===== config.mk =====
export PLATFORM = sky130hd
export DESIGN_NAME = t_sync_updown_counter
export DESIGN_NICKNAME = d
export VERILOG_FILES = /design/src/rtl/t_counter_pkg.sv /design/src/rtl/t_ff_cell.sv /design/src/rtl/t_sync_updown_counter.sv
export SDC_FILE = /design/constraint.sdc
export NUM_CORES = 1
export LEC_CHECK = 0
export CORE_UTILIZATION = 30
export DETAILED_ROUTE_END_ITERATION = 10
export GPL_TIMING_DRIVEN = 0
export PLACE_DENSITY = 0.6
export SKIP_LAST_GASP = 1
export SLEW_MARGIN = 20
export SYNTH_ARGS = -nofsm -noshare
export SYNTH_HDL_FRONTEND = slang
export SYNTH_SLANG_ARGS = --single-unit

===== constraint.sdc =====
create_clock -name clk -period 2.9 [get_ports clk]
set_input_delay 0.725 -clock clk [delete_from_list [all_inputs] [get_ports clk]]
set_output_delay 0.725 -clock clk [all_outputs]
set_load 0.01 [all_outputs]

===== src/rtl/t_counter_pkg.sv =====
// Shared types, defaults and helpers for the T flip-flop up/down counter.
// Imported by the counter top; the cell itself needs nothing from here.
package t_counter_pkg;

  typedef enum logic {
    DIR_DOWN = 1'b0,
    DIR_UP   = 1'b1
  } dir_e;

  localparam int DEF_WIDTH     = 4;
  localparam int DEF_MAX_COUNT = (1 << DEF_WIDTH) - 1;

  // Load values above the terminal count saturate to it.
  function automatic logic [15:0] clamp_load(input logic [15:0] val, input logic [15:0] max);
    return (val > max) ? max : val;
  endfunction

endpackage


===== src/rtl/t_ff_cell.sv =====
// Single T flip-flop: toggles on a rising clock edge when t=1.
// Asynchronous active-high reset clears the cell to 0.
module t_ff_cell (
  input  logic clk,
  input  logic rst,
  input  logic t,
  output logic q
);

  logic q_q;
  logic q_d;

  assign q_d = q_q ^ t;

  always_ff @(posedge clk or posedge rst) begin
    if (rst) q_q <= 1'b0;
    else     q_q <= q_d;
  end

  assign q = q_q;

endmodule


===== src/rtl/t_sync_updown_counter.sv =====
// Modulo-(MAX_COUNT+1) up/down counter: per-bit toggle logic driving a bank of T-FF cells.
// Optional T_COUNTER_SATURATE_EN: hold at the terminal count instead of wrapping (wrap tied low).
module t_sync_updown_counter
  import t_counter_pkg::*;
#(
  parameter int WIDTH     = DEF_WIDTH,
  parameter int MAX_COUNT = (1 << WIDTH) - 1
) (
  input  logic             clk,
  input  logic             rst,
  input  logic             en,
  input  logic             up_dn,
  input  logic             load,
  input  logic [WIDTH-1:0] load_val,
  output logic [WIDTH-1:0] q,
  output logic [WIDTH-1:0] t_vec,
  output logic             tc,
  output logic             wrap
);

  localparam logic [WIDTH-1:0] MAX_V = WIDTH'(MAX_COUNT);

  dir_e             dir;
  logic [WIDTH-1:0] load_c;
  logic [WIDTH-1:0] cnt_t;
  logic             at_term;
  logic             run;

  assign dir     = dir_e'(up_dn);
  assign load_c  = WIDTH'(clamp_load(16'(load_val), 16'(MAX_COUNT)));
  assign at_term = (dir == DIR_UP) ? (q == MAX_V) : (q == '0);

  // Bit i toggles when all lower bits are 1 (up) or all lower bits are 0 (down).
  always_comb begin
    cnt_t = '0;
    run   = 1'b1;
    for (int i = 0; i < WIDTH; i++) begin
      cnt_t[i] = run;
      run      = run & ((dir == DIR_UP) ? q[i] : ~q[i]);
    end
  end

  always_comb begin
    t_vec = '0;
    if (rst) begin
      t_vec = '0;
    end else if (load) begin
      t_vec = q ^ load_c;
    end else if (en) begin
      if (at_term) begin
`ifdef T_COUNTER_SATURATE_EN
        t_vec = '0;
`else
        // Up: q^q clears to 0. Down: q is 0, so toggling MAX_V lands on MAX_V.
        t_vec = (dir == DIR_UP) ? q : MAX_V;
`endif
      end else begin
        t_vec = cnt_t;
      end
    end
  end

  assign tc = ~rst & en & at_term;

`ifdef T_COUNTER_SATURATE_EN
  assign wrap = 1'b0;
`else
  logic wrap_q;
  logic wrap_d;

  assign wrap_d = tc & ~load;

  always_ff @(posedge clk or posedge rst) begin
    if (rst) wrap_q <= 1'b0;
    else     wrap_q <= wrap_d;
  end

  assign wrap = wrap_q;
`endif

  for (genvar g = 0; g < WIDTH; g++) begin : g_cell
    t_ff_cell u_cell (
      .clk (clk),
      .rst (rst),
      .t   (t_vec[g]),
      .q   (q[g])
    );
  end

endmodule

Word level (Yosys, flattened, before mapping) --
Cells that the tools add are included.
Word-level totals: bits in registers 5, input bits 9, output and inout bits 10, logic and storage cells 31
Operators by class: equality and inequality tests 1, muxes and demuxes 9, bitwise operators 15, reductions and logical operators 1
Operator list (number):
- two-way mux 4 bit | 5
- AND 1 bit | 5
- NOT 1 bit | 5
- == test 4 bit, second input constant | 1
- logical NOT 4 bit | 1
- two-way mux 1 bit | 4
- XOR 1 bit | 4
- XOR 4 bit | 1

Longest topological paths before layout --
Gate-level depths: netlist (run 1).
word-level depth 9, mapped depth 6, depth with buffers taken out 6

Hierarchy --
Synthesis (run 1) repeated with hierarchy kept, for this count alone.
Unflattened totals: cell total of the unflattened synthesis 44, area, all modules 404.1 um^2
By module, submodules not included:
- t_sync_updown_counter | instances 1, cells each 32, area an instance 254.0 um^2, seq. area each 25.0 um^2
- t_ff_cell | instances 4, cells each 3, area an instance 37.5 um^2, seq. area each 25.0 um^2

Worst setup path before layout (run 1) --
No wires, ideal clock.
path type reg2out, start register g_cell[2].u_cell.q_q, end output port t_vec[2], arrival 1639 ps, data required time 2175 ps, slack 536 ps, cell stages (with the launch flop) 6, buffers on the path 1, path through dfrtp_1 or4_4 mux2i_4 mux2i_1 o211a_1 buf_4
Between the ends: longest elaborated chain between the ends 6, elaborated cells on any way between the ends 9, those cells by class eq/ne (1); mux (6); bitwise (1); reduce/logical (1)
Ends and longest elaborated chain:
- from (decl) | RTL line t_ff_cell.sv:10 | logic q_q;
- from (signal assigned) | RTL line t_ff_cell.sv:17 | else q_q <= q_d;
- == test 4 bit or logical NOT 4 bit (tied branches) | RTL line t_sync_updown_counter.sv:31 | assign at_term = (dir == DIR_UP) ? (q == MAX_V) : (q == '0);
- two-way mux 1 bit | RTL line t_sync_updown_counter.sv:31
- two-way mux 4 bit | RTL line t_sync_updown_counter.sv:50 | if (at_term) begin
- two-way mux 4 bit | RTL line t_sync_updown_counter.sv:49 | end else if (en) begin
- two-way mux 4 bit * | RTL line t_sync_updown_counter.sv:47 | end else if (load) begin
- two-way mux 4 bit * | RTL line t_sync_updown_counter.sv:45 | if (rst) begin
- to (decl) | RTL line t_sync_updown_counter.sv:16 | output logic [WIDTH-1:0] t_vec,
Every way passes the cells marked *; elsewhere a longest branch is shown, timed or not.

Worst setup path in the final report (run 1) --
start register g_cell[0].u_cell.q_q, end output port t_vec[1]
Between the ends: longest elaborated chain between the ends 6, elaborated cells on any way between the ends 9, those cells by class eq/ne (1); mux (6); bitwise (1); reduce/logical (1)
Ends and longest elaborated chain (RTL line):
- from (decl) | t_ff_cell.sv:10
- from (signal assigned) | t_ff_cell.sv:17
- == test 4 bit (tied with other cells) | t_sync_updown_counter.sv:31
- two-way mux 1 bit (on tied branches) | t_sync_updown_counter.sv:31, t_sync_updown_counter.sv:39
- two-way mux 4 bit * | t_sync_updown_counter.sv:50
- two-way mux 4 bit * | t_sync_updown_counter.sv:49
- two-way mux 4 bit * | t_sync_updown_counter.sv:47
- two-way mux 4 bit * | t_sync_updown_counter.sv:45
Marked as above.

==> qor.yml, run 1 <==
outcome:
  status: "finished clean"
clocking:
  postCtsHoldBufs: 0
  root_buffer: "clkbuf_4"
  clkSinkCount: 5
  cts_made_buffers: 3
  clockBufferDepth: 2
  clk_pin_slew_ns: 0.05
  h-tree-depth: 1
  cts_tree: "yes"
  clk_latency_ns: 0.25
logic_synthesis:
  synth_fa_ha_area_share_pct: 7.63
  synthCells: 54
  synth.yosys.warnings: 0
  synth_fp_nets: 66
  synth_commonest_cells: "8 x buf_4, 5 x dfrtp_1"
  synthMuxAreaShare_pct: 6.62
  yosysTopAreaCell: "dfrtp_1"
  synth-xor-area-share_pct: 12.5
  synth.area.top_cells: "dfrtp_1 25%, buf_4 12%, ha_1 7.6%, xnor2_1 7.1%, xor2_1 5.3%"
  yosys.cell_count.top_type: "buf_4"
  ys.flop_type: "dfrtp_1"
  async_flop_share_pct: 100
  synth_edf_count: 0
  synth_compound_area_share_pct: 16.0
  synth_top_area_share_pct: 25.4
  synth_top_family_by_area: "compound AO/OA/AOI/OAI gates"
  synth-seq-area-share_pct: 25.4
  ys_types: 26
  synth_simple_gate_area_share_pct: 15.8
  synth_area_um2: 492
  synth.avg_cell_area_um2: 9.11
  synth_seq_cells: 5
timing:
  min_period_ns: 2.90
  fmax_mhz: 345
  min_period_over_period_pct: 99.9
  max-slew-margin-rel_pct: 76.3
  setup_viol: 0
  fin_ws_ns: 0.00298
  fin_tns_setup_ns: 0
  hold_viol: 0
  tightest_slew_ns: 0.355
  rsz0062_at_grt: "yes"
  maxSlewViolCount: 0
  finClkSkew_ns: 0.00745
place:
  place_area_um2: 682
  dpl_worst_slack_ns: -0.675
  port_buffers: 17
  routabilityCongestion: 0.761
  hpwl_um: 765
power_and_ir_drop:
  peakVddDrop_uv: 315
  power.leakage_nw: 0.401
  power.density_cell_area_nw_per_um2: 719
finish:
  utilization_pct: 53.7
  n_antenna_cell: 0
  seq_area_um2: 128
  drive_gt1_share_pct: 43.0
  final_area_um2: 818
  multi_input_area_um2: 310
  area_growth_pct: 66.4
  nets: 99
  fillers: 150
critical_path:
  startpoint_type: "flop"
  cpLargestDelayFamily: "simple AND/OR/NAND/NOR gates"
  endpoint_kind: "output port"
  worst-path-max-fanout: 4
  cp.arrival_ns: 2.17
  slowest_delay_ns: 0.54
  slowest_stage: "or4_4"
  reg2regPathDepth: 7
  crit_cells: 7
  path_buf_inv: 3
  crit_type: "flop to output port"
  worstPathRequired_ns: 2.17
  crit_chain: "or4_4 -> mux2i_4 -> buf_6 -> nor2_2 -> o31ai_4 -> buf_4 -> clkdlybuf4s15_2"
route:
  dr.pass1.iters: 3
  dr.first_iter.drc_count: 19
  viasPerCell: 4.75
  wire_per_inst_um: 11.8
  antenna_left: 0
  route.detailed.drc: 0
  wirelength_um: 1200
  vias: 484
die:
  die_y_um: 42.5
  die-area_um2: 1800
  io_pins: 19
  start_util_pct: 32.3
  fp.coreArea_um2: 1520
  core.rowCount: 14
  dieWidth_um: 42.5
global_routing:
  grt.total_usage_pct: 16.0
  grt_start_max_net_pins: 9
  antenna_found_initial: 0
  grt_pass1_vias: 499
  grt_pass1_wl_um: 2150
  grt-ovfl-total: 0
hold_path:
  hold_depth: 1
  holdCritPathClass: "flop to flop"
run:
  maxCapViolations: 0
## final cells by class
class,count,share of cell area [%]
Buffer,9,7.80
Clock buffer,4,3.21
Inverter,4,1.83
Multi-Input combinational cell,36,37.9
Sequential cell,5,15.6
Tap cell,16,2.45
Timing Repair Buffer,28,31.2
## flip-flops by register name (all words and copies together) (netlist names)
register,count
wrap,1
g_cell.u_cell.q,4
## layout by cell type, fill, tap and decap left out, types with 2 or more instances in the layout
cell type and instances:
inv_1 4, nor2_1 2, nand2_1 3, buf_4 17
clkdlybuf4s50_1 9, clkbuf_4 3, xor2_1 3, ha_1 3
dlygate4sd2_1 4, dfrtp_2 2, clkdlybuf4s15_2 2, nor2_2 2
xnor2_1 4, nor2b_1 2, clkbuf_1 2, buf_6 2
dfrtp_1 3
## worst paths after layout
kind                               startpoint                  to  slack, ns
max                        g_cell[0].u_cell.q            t_vec[1]      0.003
max in group asynchronous                 rst  g_cell[2].u_cell.q       2.05
min reg2reg                g_cell[3].u_cell.q  g_cell[3].u_cell.q       0.57
min in group asynchronous                 rst  g_cell[0].u_cell.q       0.63
min                        g_cell[3].u_cell.q  g_cell[3].u_cell.q       0.57
max reg2reg                g_cell[0].u_cell.q  g_cell[2].u_cell.q       0.92
## through the flow
step	cells	total power [mW]	hold slack, ns
after CTS	100	0.580	0.568
after global routing	102	0.636	0.592
final	102	0.589	0.570
after global placement	87	0.431	0.547
after detailed placement	87	0.433	0.559
after floorplan	54	0.323	0.517
## metal layers
| metal | up-vias | track usage (%) | routed length, µm |
|---|---|---|---|
| met5 | - | 0 | 0 |
| met4 | 0 | 4.38 | 15 |
| met3 | 2 | 5.17 | 48 |
| met2 | 17 | 25.8 | 602 |
| met1 | 224 | 20.3 | 537 |
| li1 | 241 | - | - |
## what timing repair did
item                       CTS  global route
pin swaps                    4             1
gates resized for setup     25             2
setup buffers                9             3
setup endpoints to repair    5             4
## report_power, final
part           switching, mW  total, mW  internal (mW)
combinational          0.157      0.384          0.227
clock                 0.0323     0.0846         0.0523
sequential            0.0224      0.120         0.0972
total                  0.212      0.589          0.377
## logic make-up after synthesis
family	after synthesis
AOI/OAI and AO/OA	9
and+or+nand+nor	15
adders and majority gates	3
muxes	2
xor gates and xnor gates	7
DFF	5
buffers and inverters	13
No activity file was read; power rests on OpenSTA's default activity.
==> run 2: changes to the inputs <==
--- a/config.mk
+++ b/config.mk
@@ -5,10 +5,12 @@
 export SDC_FILE = /design/constraint.sdc
 export NUM_CORES = 1
 export LEC_CHECK = 0
-export CORE_UTILIZATION = 30
+export CORE_AREA = 2 2 39 41
+export CTS_CLUSTER_DIAMETER = 150
 export DETAILED_ROUTE_END_ITERATION = 10
+export DIE_AREA = 0 0 41 43
 export GPL_TIMING_DRIVEN = 0
-export PLACE_DENSITY = 0.6
+export PLACE_DENSITY = 0.71
 export SKIP_LAST_GASP = 1
 export SLEW_MARGIN = 20
 export SYNTH_ARGS = -nofsm -noshare
==> qor.yml, run 2 (synthesis results as in run 1) <==
outcome:
  status: "finished clean"
finish:
  n_antenna_cell: 0
  largest_reg_flops: 4
  drive_gt1_share_pct: 41.2
  area_growth_pct: 64.9
  final_cell_mix: "16 x buf_4, 9 x clkdlybuf4s50_1"
  mostFrequentLayoutCell: "buf_4"
  fin_cells: 101
  fillers: 122
  nets: 98
timing:
  fmax_mhz: 349
  finClkSkew_ns: 0.000971
  hold_viol: 0
  maxSlewViolCount: 0
  rsz0062_at_grt: "yes"
  setup_viol: 0
  min_period_over_period_pct: 98.9
  fin_ws_ns: 0.0321
  min_period_ns: 2.87
  max-slew-margin-rel_pct: 79.1
  tightest_slew_ns: 0.313
clocking:
  cts_made_buffers: 3
  clk_latency_ns: 0.26
  cts_tree: "yes"
  clkSinkCount: 5
  clockBufferDepth: 2
  clk_pin_slew_ns: 0.05
  h-tree-depth: 1
  root_buffer: "clkbuf_4"
  postCtsHoldBufs: 0
place:
  dp.cells: 87
  dpl_worst_slack_ns: -0.639
  hpwl_um: 791
  routabilityCongestion: 0.792
  port_buffers: 17
power_and_ir_drop:
  power.leakage_nw: 0.392
  combPwrFrac_pct: 65.0
  pwr-share-seq_pct: 20.2
  peakVddDrop_uv: 276
  intPower_uw: 373
  switching_share_pct: 36.8
  p_sw_uw: 217
  clockPowerShare_pct: 14.8
  power.density_cell_area_nw_per_um2: 727
run:
  maxCapViolations: 0
route:
  wirelength_um: 1150
  wire_per_inst_um: 11.4
  antenna_left: 0
  route.detailed.drc: 0
  dr.first_iter.drc_count: 4
  viasPerCell: 4.71
  dr.pass1.iters: 2
  vias: 476
global_routing:
  antenna_found_initial: 0
  grt-ovfl-total: 0
  grt_start_max_net_pins: 9
  grt_pass1_vias: 424
  grt_pass1_wl_um: 1740
  grt.total_usage_pct: 15.7
critical_path:
  startpoint_type: "flop"
  reg2reg_slack_ns: 0.84
  r2r_start: "g_cell[0].u_cell.q"
  worst-path-max-fanout: 5
  endpoint_kind: "output port"
  rr_endpoint: "g_cell[2].u_cell.q"
  crit_start: "g_cell[0].u_cell.q"
  worstPathRequired_ns: 2.17
  cp-endpoint: "t_vec[1]"
  crit_type: "flop to output port"
  reg2regPathDepth: 8
  cp.arrival_ns: 2.14
die:
  die-area_um2: 1760
  die_y_um: 43
  fp.coreArea_um2: 1380
  dieWidth_um: 41
  start_util_pct: 35.5
  io_pins: 19
  core.rowCount: 14
hold_path:
  holdCritPathClass: "flop to flop"
-- run 2: repair_timing --
item	CTS	global route
setup buffers	6	4
endpoints found under the setup margin	5	3
gates resized for setup	23	5
pin swaps	1	5
-- run 2: cell type report --
| cell class | instances | area, µm² | share of cell area, % |
|---|---|---|---|
| buffer | 9 | 63.8 | 7.87 |
| clock buffer | 3 | 22.5 | 2.78 |
| clock inverter | 1 | 5.00 | 0.617 |
| inverter | 4 | 15.0 | 1.85 |
| multi-input combinational | 36 | 313 | 38.6 |
| sequential | 5 | 126 | 15.6 |
| tap | 16 | 20.0 | 2.47 |
| timing repair buffer | 27 | 245 | 30.2 |
-- run 2: per-layer routing --
layer	GRT usage, %	part of all wire (%)	vias up
met4	14.0	3.0	0
met5	0	0	-
met2	23.8	51	14
met1	16.2	41	218
met3	4.71	4.7	4
li1	-	-	240
-- run 2: worst min path at each step --
stage / start / cells after the start / slack (ns) / endpoint
4_1_cts: g_cell[3].u_cell.q / 1 / 0.58 / g_cell[3].u_cell.q
3_5_place_dp: g_cell[3].u_cell.q / 1 / 0.56 / g_cell[3].u_cell.q
5_1_grt: g_cell[3].u_cell.q / 1 / 0.59 / g_cell[3].u_cell.q
3_3_place_gp: g_cell[3].u_cell.q / 1 / 0.56 / g_cell[3].u_cell.q
6_report: g_cell[3].u_cell.q / 1 / 0.58 / g_cell[3].u_cell.q
2_1_floorplan: rst / 1 / 0.52 / g_cell[0].u_cell.q
-- run 2: power groups by stage --
stage          Clock [mW]  Combinational (mW)  Sequential (mW)
3_3_place_gp            0               0.292            0.136
2_1_floorplan           0               0.197            0.126
6_report           0.0870               0.383            0.119
3_5_place_dp            0               0.298            0.136
5_1_grt            0.0921               0.412            0.123
4_1_cts            0.0890               0.359            0.119
-- run 2: worst max-delay path, stage by stage (launching register included) --
cell and delay [ns]:
dfrtp_2 0.39, or4_4 0.54, mux2i_4 0.22, buf_6 0.15, nor2_2 0.04, o31ai_4 0.18
buf_4 0.14, clkdlybuf4s15_1 0.22
-- run 2: through the flow --
stage          util, %  cell area [µm²]  total power, mW  hold WS (ns)  TNS (ns)
6_report          58.6              811            0.589         0.577         0
5_1_grt           58.6              811            0.627         0.592   -0.0543
4_1_cts           55.8              772            0.567         0.576         0
3_5_place_dp      49.3              682            0.434         0.563     -2.45
3_3_place_gp      49.3              682            0.428         0.557     -2.49
2_1_floorplan        -              492            0.323         0.517         0
